$ cat src/rtl/pipeline_pkg.sv
// Shared constants for the instruction prefetch stage: data width,
// sequential PC step and the fetch FSM state encoding.
package pipeline_pkg;

    localparam int XLEN = 32;
    localparam logic [XLEN-1:0] PC_INC = 32'd4;

    typedef logic [1:0] fetch_state_t;

    localparam fetch_state_t S_IDLE    = 2'd0;
    localparam fetch_state_t S_WAIT    = 2'd1;
    localparam fetch_state_t S_DISCARD = 2'd2;

endpackage

$ cat src/rtl/instr_prefetch_fifo.sv
// prefetch_fifo: synchronous DEPTH-entry in-order queue with push/pop/clear
// and an occupancy count; clear wins over push and pop in the same cycle.
module prefetch_fifo #(
    parameter int DEPTH = 4,
    parameter int WIDTH = 64
) (
    input  logic                       clk,
    input  logic                       rst_n,
    input  logic                       push,
    input  logic                       pop,
    input  logic                       clear,
    input  logic [WIDTH-1:0]           wdata,
    output logic [WIDTH-1:0]           rdata,
    output logic [$clog2(DEPTH):0]     count
);

    localparam int PW = $clog2(DEPTH);
    localparam int CW = PW + 1;

    logic [WIDTH-1:0] mem [DEPTH];
    logic [PW-1:0]    wr_ptr;
    logic [PW-1:0]    rd_ptr;
    logic             pop_ok;

    assign pop_ok = pop && (count != '0);
    assign rdata  = mem[rd_ptr];

    always_ff @(posedge clk or negedge rst_n) begin
        if (!rst_n) begin
            for (int i = 0; i < DEPTH; i++) mem[i] <= '0;
            wr_ptr <= '0;
            rd_ptr <= '0;
            count  <= '0;
        end else if (clear) begin
            wr_ptr <= '0;
            rd_ptr <= '0;
            count  <= '0;
        end else begin
            if (push) begin
                mem[wr_ptr] <= wdata;
                wr_ptr      <= wr_ptr + PW'(1);
            end
            if (pop_ok) rd_ptr <= rd_ptr + PW'(1);
            count <= count + CW'(push) - CW'(pop_ok);
        end
    end

endmodule

$ cat src/rtl/instr_prefetch_queue.sv
// Instruction prefetch stage: one outstanding fetch into an in-order queue
// feeding IF/ID. Optional statistics counters under PREFETCH_STATS_EN.
//
// state     | meaning
// S_IDLE    | no fetch in flight; may request when queue space remains
// S_WAIT    | fetch granted, response will be enqueued
// S_DISCARD | fetch granted before a redirect, response will be dropped
module instr_prefetch_queue
    import pipeline_pkg::*;
#(
    parameter int               DEPTH    = 4,
    parameter logic [XLEN-1:0]  RESET_PC = 32'h0000_0000
) (
    input  logic            clk,
    input  logic            rst_n,
    output logic            imem_req,
    output logic [XLEN-1:0] imem_addr,
    input  logic            imem_gnt,
    input  logic            imem_rvalid,
    input  logic [XLEN-1:0] imem_rdata,
    input  logic            redirect,
    input  logic [XLEN-1:0] redirect_pc,
    input  logic            out_ready,
    output logic            out_valid,
    output logic [XLEN-1:0] out_instr,
    output logic [XLEN-1:0] out_pc_plus4
`ifdef PREFETCH_STATS_EN
    ,
    output logic [15:0]     stat_drop_cnt,
    output logic [15:0]     stat_starve_cnt
`endif
);

    localparam int CW = $clog2(DEPTH) + 1;
    localparam logic [CW-1:0] DEPTH_C = CW'(DEPTH);

    fetch_state_t        state;
    logic [XLEN-1:0]     fetch_pc;
    logic [XLEN-1:0]     issued_pc;
    logic [CW-1:0]       count;
    logic [2*XLEN-1:0]   head;
    logic                grant;
    logic                push;
    logic                pop;

    // Only one fetch is ever outstanding and it is only issued from IDLE,
    // so count < DEPTH is enough to reserve a slot for its response.
    assign imem_req  = rst_n && (state == S_IDLE) && (count < DEPTH_C) && !redirect;
    assign imem_addr = fetch_pc;
    assign grant     = imem_req && imem_gnt;
    assign push      = (state == S_WAIT) && imem_rvalid && !redirect;
    assign pop       = out_valid && out_ready && !redirect;

    assign out_valid    = (count != '0);
    assign out_instr    = head[2*XLEN-1:XLEN];
    assign out_pc_plus4 = head[XLEN-1:0];

    prefetch_fifo #(
        .DEPTH (DEPTH),
        .WIDTH (2*XLEN)
    ) u_fifo (
        .clk   (clk),
        .rst_n (rst_n),
        .push  (push),
        .pop   (pop),
        .clear (redirect),
        .wdata ({imem_rdata, issued_pc + PC_INC}),
        .rdata (head),
        .count (count)
    );

    always_ff @(posedge clk or negedge rst_n) begin
        if (!rst_n) begin
            state     <= S_IDLE;
            fetch_pc  <= RESET_PC;
            issued_pc <= RESET_PC;
        end else begin
            case (state)
                S_IDLE:    if (grant) state <= S_WAIT;
                // A response coinciding with a redirect is consumed and dropped
                // here; waiting in DISCARD for it would never terminate.
                S_WAIT:    if (imem_rvalid) state <= S_IDLE;
                           else if (redirect) state <= S_DISCARD;
                S_DISCARD: if (imem_rvalid) state <= S_IDLE;
                default:   state <= S_IDLE;
            endcase

            if (redirect) fetch_pc <= redirect_pc;
            else if (grant) fetch_pc <= fetch_pc + PC_INC;

            if (grant) issued_pc <= fetch_pc;
        end
    end

`ifdef PREFETCH_STATS_EN
    logic drop_evt;
    logic starve_evt;

    assign drop_evt   = imem_rvalid && ((state == S_DISCARD) || ((state == S_WAIT) && redirect));
    assign starve_evt = out_ready && !out_valid;

    always_ff @(posedge clk or negedge rst_n) begin
        if (!rst_n) begin
            stat_drop_cnt   <= '0;
            stat_starve_cnt <= '0;
        end else begin
            if (drop_evt && (stat_drop_cnt != 16'hFFFF))
                stat_drop_cnt <= stat_drop_cnt + 16'd1;
            if (starve_evt && (stat_starve_cnt != 16'hFFFF))
                stat_starve_cnt <= stat_starve_cnt + 16'd1;
        end
    end
`endif

endmodule
$ cat config.mk
export PLATFORM = sky130hd
export DESIGN_NAME = instr_prefetch_queue
export DESIGN_NICKNAME = d
export VERILOG_FILES = /design/src/rtl/pipeline_pkg.sv /design/src/rtl/instr_prefetch_fifo.sv /design/src/rtl/instr_prefetch_queue.sv
export SDC_FILE = /design/constraint.sdc
export NUM_CORES = 1
export LEC_CHECK = 0
export CORE_ASPECT_RATIO = 0.7
export CORE_MARGIN = 4
export CORE_UTILIZATION = 50
export DETAILED_ROUTE_END_ITERATION = 8
export PLACE_DENSITY = 0.77
export SLEW_MARGIN = 10
export SYNTH_ARGS = -nofsm -noshare
export SYNTH_HDL_FRONTEND = slang
export SYNTH_SLANG_ARGS = --single-unit
$ cat constraint.sdc
create_clock -name clk -period 3.6 [get_ports clk]
set_input_delay 0.72 -clock clk [delete_from_list [all_inputs] [get_ports clk]]
set_output_delay 0.72 -clock clk [all_outputs]
set_load 0.01 [all_outputs]
# --- Word-level counts from Yosys, hierarchy flattened ---
# Cells that the tools add are included.
word_totals:
  ram_bits: 0
  output_inout_bits: 98
  memories: 0
  register_bits: 329
  in_bits: 70
  word_cells: 64
  romBits: 0
  latchBits: 0
op_classes:
  n_mux: 18
  n_shift: 0
  n_eq_ne: 5
  n_addsub: 6
  div_mod_pow: 0
  reduce_logical: 18
  n_mul: 0
  n_bitwise: 3
  magnitude_cmp: 4
ops:
  columns: ["operator", "count"]
  rows:
  - ["256-bit bitwise mux", 1]
  - ["64-bit 2-to-1 mux", 3]
  - ["64-bit binary-select mux with 2-bit select", 1]
  - ["64-bit demux with 2-bit select", 1]
  - ["32-bit by 3-bit adder with 32-bit output (second input constant)", 2]
  - ["32-bit 2-to-1 mux", 2]
  - ["2-bit 2-to-1 mux", 8]
  - ["1-bit logical AND", 10]
  - ["3-bit >= comparator (second input constant)", 2]
  - ["2-bit inverter with 3-bit output", 2]
  - ["2-bit case mux with 3 select lines", 1]
  - ["2-bit nonzero test", 3]
  - ["2-bit by 1-bit adder with 2-bit output (second input constant)", 2]
  - ["2-bit inequality test (second input constant)", 2]
  - ["3-bit by 1-bit adder with 3-bit output", 1]
  - ["3-bit by 1-bit less-than comparator with 1-bit output (second input constant)", 1]
  - ["3-bit less-than comparator (second input constant)", 1]
  - ["3-bit 2-to-1 mux", 1]
  - ["3-bit inequality test (second input constant)", 1]
  - ["3-bit AND reduction", 1]
  - ["3-bit nonzero test", 1]
  - ["3-bit by 1-bit subtractor with 3-bit output", 1]
  - ["2-bit by 1-bit equality test with 1-bit output (second input constant)", 1]
  - ["2-bit equality test (second input constant)", 1]
  - ["other kinds (4)", 4]

# --- Depth between registers and ports, before layout ---
depth:
  word_depth: 7
  mapped_depth: 11
  depth_no_buf: 10

# --- By module ---
# From an unflattened synthesis, not the netlist that was laid out.
hier_totals:
  cells_unflattened: 1097
  hier_area_um2: 15642.5
modules_own_cells:
  columns: ["module", "instances", "seq_area_each_um2", "cells_per_inst", "area_per_inst_um2"]
  rows:
  - ["prefetch_fifo", 1, 6581.3, 660, 11947.7]
  - ["instr_prefetch_queue", 1, 1651.6, 437, 3694.8]

# --- Worst setup path after synthesis ---
# OpenSTA, ideal clock, no wires.
synth_path:
  path_type: "input to register"
  startpoint: "input port redirect"
  endpoint: "register u_fifo.count[2]"
  n_path_buf: 3
  cell_stages: 11
  arrival_ns: 2.578
  required_time_ns: 3.468
  slack_ns: 0.890
  path_cell_list: "buf_2 buf_1 buf_1 nor2_1 ha_1 inv_1 ha_1 inv_1 fa_1 xnor2_1 nor2_1"
synth_via:
  elab_chain_cells: 5
  elab_cells_between_ends: 7
synth_rtl:
  columns: ["item", "line_no", "text"]
  rows:
  - ["start: declaration", "instr_prefetch_queue.sv:21", "input logic redirect,"]
  - ["1-bit logical NOT", "instr_prefetch_queue.sv:51, instr_prefetch_queue.sv:52", null]
  - ["1-bit logical AND, on equally long branches", "instr_prefetch_queue.sv:51, instr_prefetch_queue.sv:52", null]
  - ["3-bit by 1-bit adder with 3-bit output / 1-bit logical AND (equally long branches)", "instr_prefetch_fifo.sv:44, instr_prefetch_fifo.sv:25", null]
  - ["3-bit by 1-bit subtractor with 3-bit output", "instr_prefetch_fifo.sv:44", "count <= count + CW'(push) - CW'(pop_ok);"]
  - ["3-bit 2-to-1 mux (*)", "instr_prefetch_fifo.sv:34", "end else if (clear) begin"]
  - ["end signal: assignment", "instr_prefetch_fifo.sv:44", null]
  - ["end: declaration", "instr_prefetch_fifo.sv:14", "output logic [$clog2(DEPTH):0] count"]
# Every way passes the cells marked *; elsewhere a longest branch is shown, timed or not.
# A chain may end at the register's enable or synchronous reset.

# --- Worst setup path in the final report ---
layout_path:
  startpoint: "register u_fifo.rd_ptr[0]"
  endpoint: "output port out_pc_plus4[11]"
layout_via:
  elab_chain_cells: 4
layout_rtl:
  columns: ["item", "line_no", "text"]
  rows:
  - ["start: declaration", "instr_prefetch_fifo.sv:22", "logic [PW-1:0] rd_ptr;"]
  - ["start signal: assignment", "instr_prefetch_fifo.sv:43", "if (pop_ok) rd_ptr <= rd_ptr + PW'(1);"]
  - ["2-bit inverter with 3-bit output (not written as such)", "instr_prefetch_fifo.sv:26", "assign rdata = mem[rd_ptr];"]
  - ["64-bit binary-select mux with 2-bit select", "instr_prefetch_fifo.sv:26", null]
  - ["64-bit 2-to-1 mux (not written as such) (2 in a row)", "instr_prefetch_fifo.sv:26", null]
  - ["end: declaration", "instr_prefetch_queue.sv:26", "output logic [XLEN-1:0] out_pc_plus4"]
# Every way passes these cells. The select of a mux whose other input is x is not followed.

==> reports/metrics.cfg <==
[layout]
flow.area_growth_from_synthesis_pct=21.5
final_cell_count_without_fillers=1790
fin_nets=1467
post_route_cells_drive_above_1_share_pct=22.0
postLayoutCellArea_mm2=0.0181
final_core_util_pct=62.1
antenna_cells=0

[global_routing]
grt_start_max_net_pins=165
grt_pass1_vias=10700
gr-usage-all-layers_pct=22.1
grt_remaining_overflow=0
grt_pass1_wl_um=59000
initial_antenna_violation_count=0

[routing]
m1WireLength_um=17700
met3RoutedLength_um=2280
post_route_drc_violation_count=0
route.detailed.vias_per_inst=5.78
maxUsedRoutingLayer=met4
routed_wire_length_per_instance_um=20.0
totalWireLength_um=35900
dr_wl_met2_um=15300
vias=10300
detail_route.first_pass.iterations=5
drt.antenna.violating_nets=0
dr.first_iter.drc_count=872

[timing]
timing_max_transition_violations_final=0
worst_slew_pin_slew_ns=0.898
period_minus_slack_ns=3.45
final.period_utilization_pct=95.9
finalSetupViolations=0
max_freq_mhz=290
rsz0062_at_grt=false
maxSlewHeadroom_pct=40.1
hold_viol=0
fin_tns_setup_ns=0
worst_clock_skew_ns=0.0164
whs_ns=0.476
finalWorstSetupSlack_ns=0.147

[placement]
dp.final_hpwl_um=24200
io_buffers=167
place.detailed.instances=1732
detailed_place.area_mm2=0.0170
preCtsSetupSlack_ns=0.616
globalplace.congestion=0.867

[yosys]
syn_nets=1318
avgSynthCellArea_um2=12.0
synth_cell_types=51
synth_seq_area_share_pct=55.3
synthTopCellsByArea=dfrtp_1 (55%), mux2_2 (11%), mux4_2 (9.7%)
postSynth.asyncResetShare_pct=100
number_of_enable_type_register_cells_in_the_synthesized_netlist=0
yosys_warnings=0
synthesis.instances=1239
synth_top_area_cell=dfrtp_1
post-synth-top-count-cell=dfrtp_1
postSynth.topFlopCell=dfrtp_1
yosys_register_bits=329
synth_commonest_cells=dfrtp_1 (329), nand2_1 (241), mux2_2 (143), o21ai_0 (139), mux4_2 (64)
synth.cell_area_mm2=0.0149
synth.top_cell.area_share_pct=55.3

[clock_tree]
clkSlewWorstSetupHoldPaths_ns=0.06
cts-htree-levels=1
cts_buffer_depth=3
clock_sink_count=329
post-cts-setup-buffers=0
tritoncts_buffer_count=31
cts_tree=done
holdBufCountCts=1
ctsResizeCount=0
clock_latency_ns=0.58
cts_root_buffer=clkbuf_16

[run_status]
run_status=finished, final reports clean

[power]
worst_ir_drop_vdd_mv=0.371
power_mw=11.7
power_density_mw_per_mm2=645
p_leak_nw=8.06

[worst_setup_path]
critical_path.cell_chain=buf_4, mux4_2, clkdlybuf4s50_1
endpoint_kind=primary output
timing.critical_path.from_type=register
worst-setup-path-type=reg -> out
critPathMaxStageDelay_ns=0.80
critical_path_required_ns=2.88
critical_path_arrival_ns=2.73
crit_slowest_cell=dfrtp_4
worst_r2r_endpoint=u_fifo.mem[156]
crit_fanout=27
reg2reg_depth=6
reg2reg_slack_ns=1.17
worstPathBufferInverterCount=2
worst_r2r_startpoint=issued_pc[2]
path_delay_family=flip-flops

[min_path]
whs_endpoint=u_fifo.mem[19]
class_of_the_tightest_hold_or_removal_check=reg -> reg
worst_hold_startpoint=u_fifo.mem[19]
whs_path_depth=2

[floorplan]
floorplan.die.height_um=152
core_region_area_mm2=0.0291
floorplan.io_pins=168
start_util_pct=51.1
die_w_um=214
num_rows=52
die_area_mm2=0.0326

[run]
drv.max_cap_violation_count=0

[how the worst max path moves through the flow]
stage                      from          endpoint  slack [ns]  cells after the start
2_1_floorplan          redirect   u_fifo.count[2]        0.89                     11
3_3_place_gp        imem_rvalid   u_fifo.mem[167]        0.66                      6
3_5_place_dp        imem_rvalid   u_fifo.mem[165]        0.62                      6
4_1_cts        u_fifo.rd_ptr[0]  out_pc_plus4[11]        0.09                      3
5_1_grt        u_fifo.rd_ptr[0]  out_pc_plus4[11]        0.01                      3
6_report       u_fifo.rd_ptr[0]  out_pc_plus4[11]        0.15                      3
[cell usage in the layout, fill, tap and decap left out, drive strengths merged, types with 2 or more instances in the layout]
| cell | Yosys | layout |
|---|---|---|
| inv | 10 | 11 |
| clkdlybuf4s50 | 0 | 165 |
| nand3 | 37 | 37 |
| clkbuf | 46 | 45 |
| or4 | 5 | 5 |
| bufinv | 0 | 2 |
| and2 | 10 | 10 |
| mux2i | 2 | 2 |
| nor2b | 2 | 2 |
| nor3 | 4 | 4 |
| a21oi | 10 | 10 |
| clkinv | 0 | 6 |
| nor2 | 26 | 26 |
| a31oi | 5 | 5 |
| clkinvlp | 0 | 3 |
| xnor2 | 12 | 12 |
| nand3b | 5 | 5 |
| xor2 | 24 | 24 |
| nand2 | 241 | 241 |
| dfrtp | 329 | 329 |
| or3 | 3 | 3 |
| nand2b | 4 | 4 |
| o311ai | 5 | 5 |
| mux2 | 143 | 143 |
| nand4 | 23 | 23 |
| mux4 | 64 | 64 |
| a22oi | 5 | 5 |
| buf | 34 | 30 |
| a221o | 2 | 2 |
| o211ai | 5 | 5 |
| nor3b | 2 | 2 |
| a32oi | 4 | 4 |
| ha | 8 | 8 |
| nor4 | 11 | 11 |
| o21ai | 144 | 144 |
| and3 | 7 | 7 |
[sequential cells by signal (all words and copies together) (netlist names)]
register and flops:
u_fifo.count 3, u_fifo.rd_ptr 2, state 2, imem_addr 32, issued_pc 32, u_fifo.mem 256, u_fifo.wr_ptr 2
[cell families after synthesis]
kind of cell | after synthesis | share of synthesized area [%]
compound gates | 183 | 6.72
xor+xnor | 36 | 2.12
fa+ha+maj | 9 | 0.807
buf+inv | 90 | 2.45
flops | 329 | 55.3
mux | 209 | 20.6
simple gates | 383 | 12.0
[area by class of cell]
type                    instances  area [um2]
flip-flops and latches        329        8240
well taps                     378         473
repair buffers                196        1980
fillers                      2262       11100
clock inverters                12         121
inverters                      10        37.5
multi-input cells             820        6330
clock buffers                  45         908
[per-layer routing]
metal | vias up | global-route usage, %
met5 | - | 0
met4 | 0 | 3.86
met3 | 43 | 4.56
met2 | 301 | 31.5
met1 | 5268 | 35.6
li1 | 4728 | -
[worst reg2reg max path: cells and delay by family (launching register included)]
kind,cells,cell delay [ns]
flip-flops,1,0.52
adder cells (fa/ha/maj),1,0.30
AO/OA/AOI/OAI,1,0.17
XOR/XNOR,1,0.35
AND/OR/NAND/NOR,3,0.94
[report_power, final]
| group | leakage, nW | total (mW) | internal [mW] | switching, mW |
|---|---|---|---|---|
| registers | 4.40 | 4.95 | 4.32 | 0.629 |
| clock network | 0.503 | 3.30 | 1.89 | 1.41 |
| logic | 3.16 | 3.41 | 1.89 | 1.52 |
| total | 8.06 | 11.7 | 8.10 | 3.56 |
(Power assumes the default switching activity.)
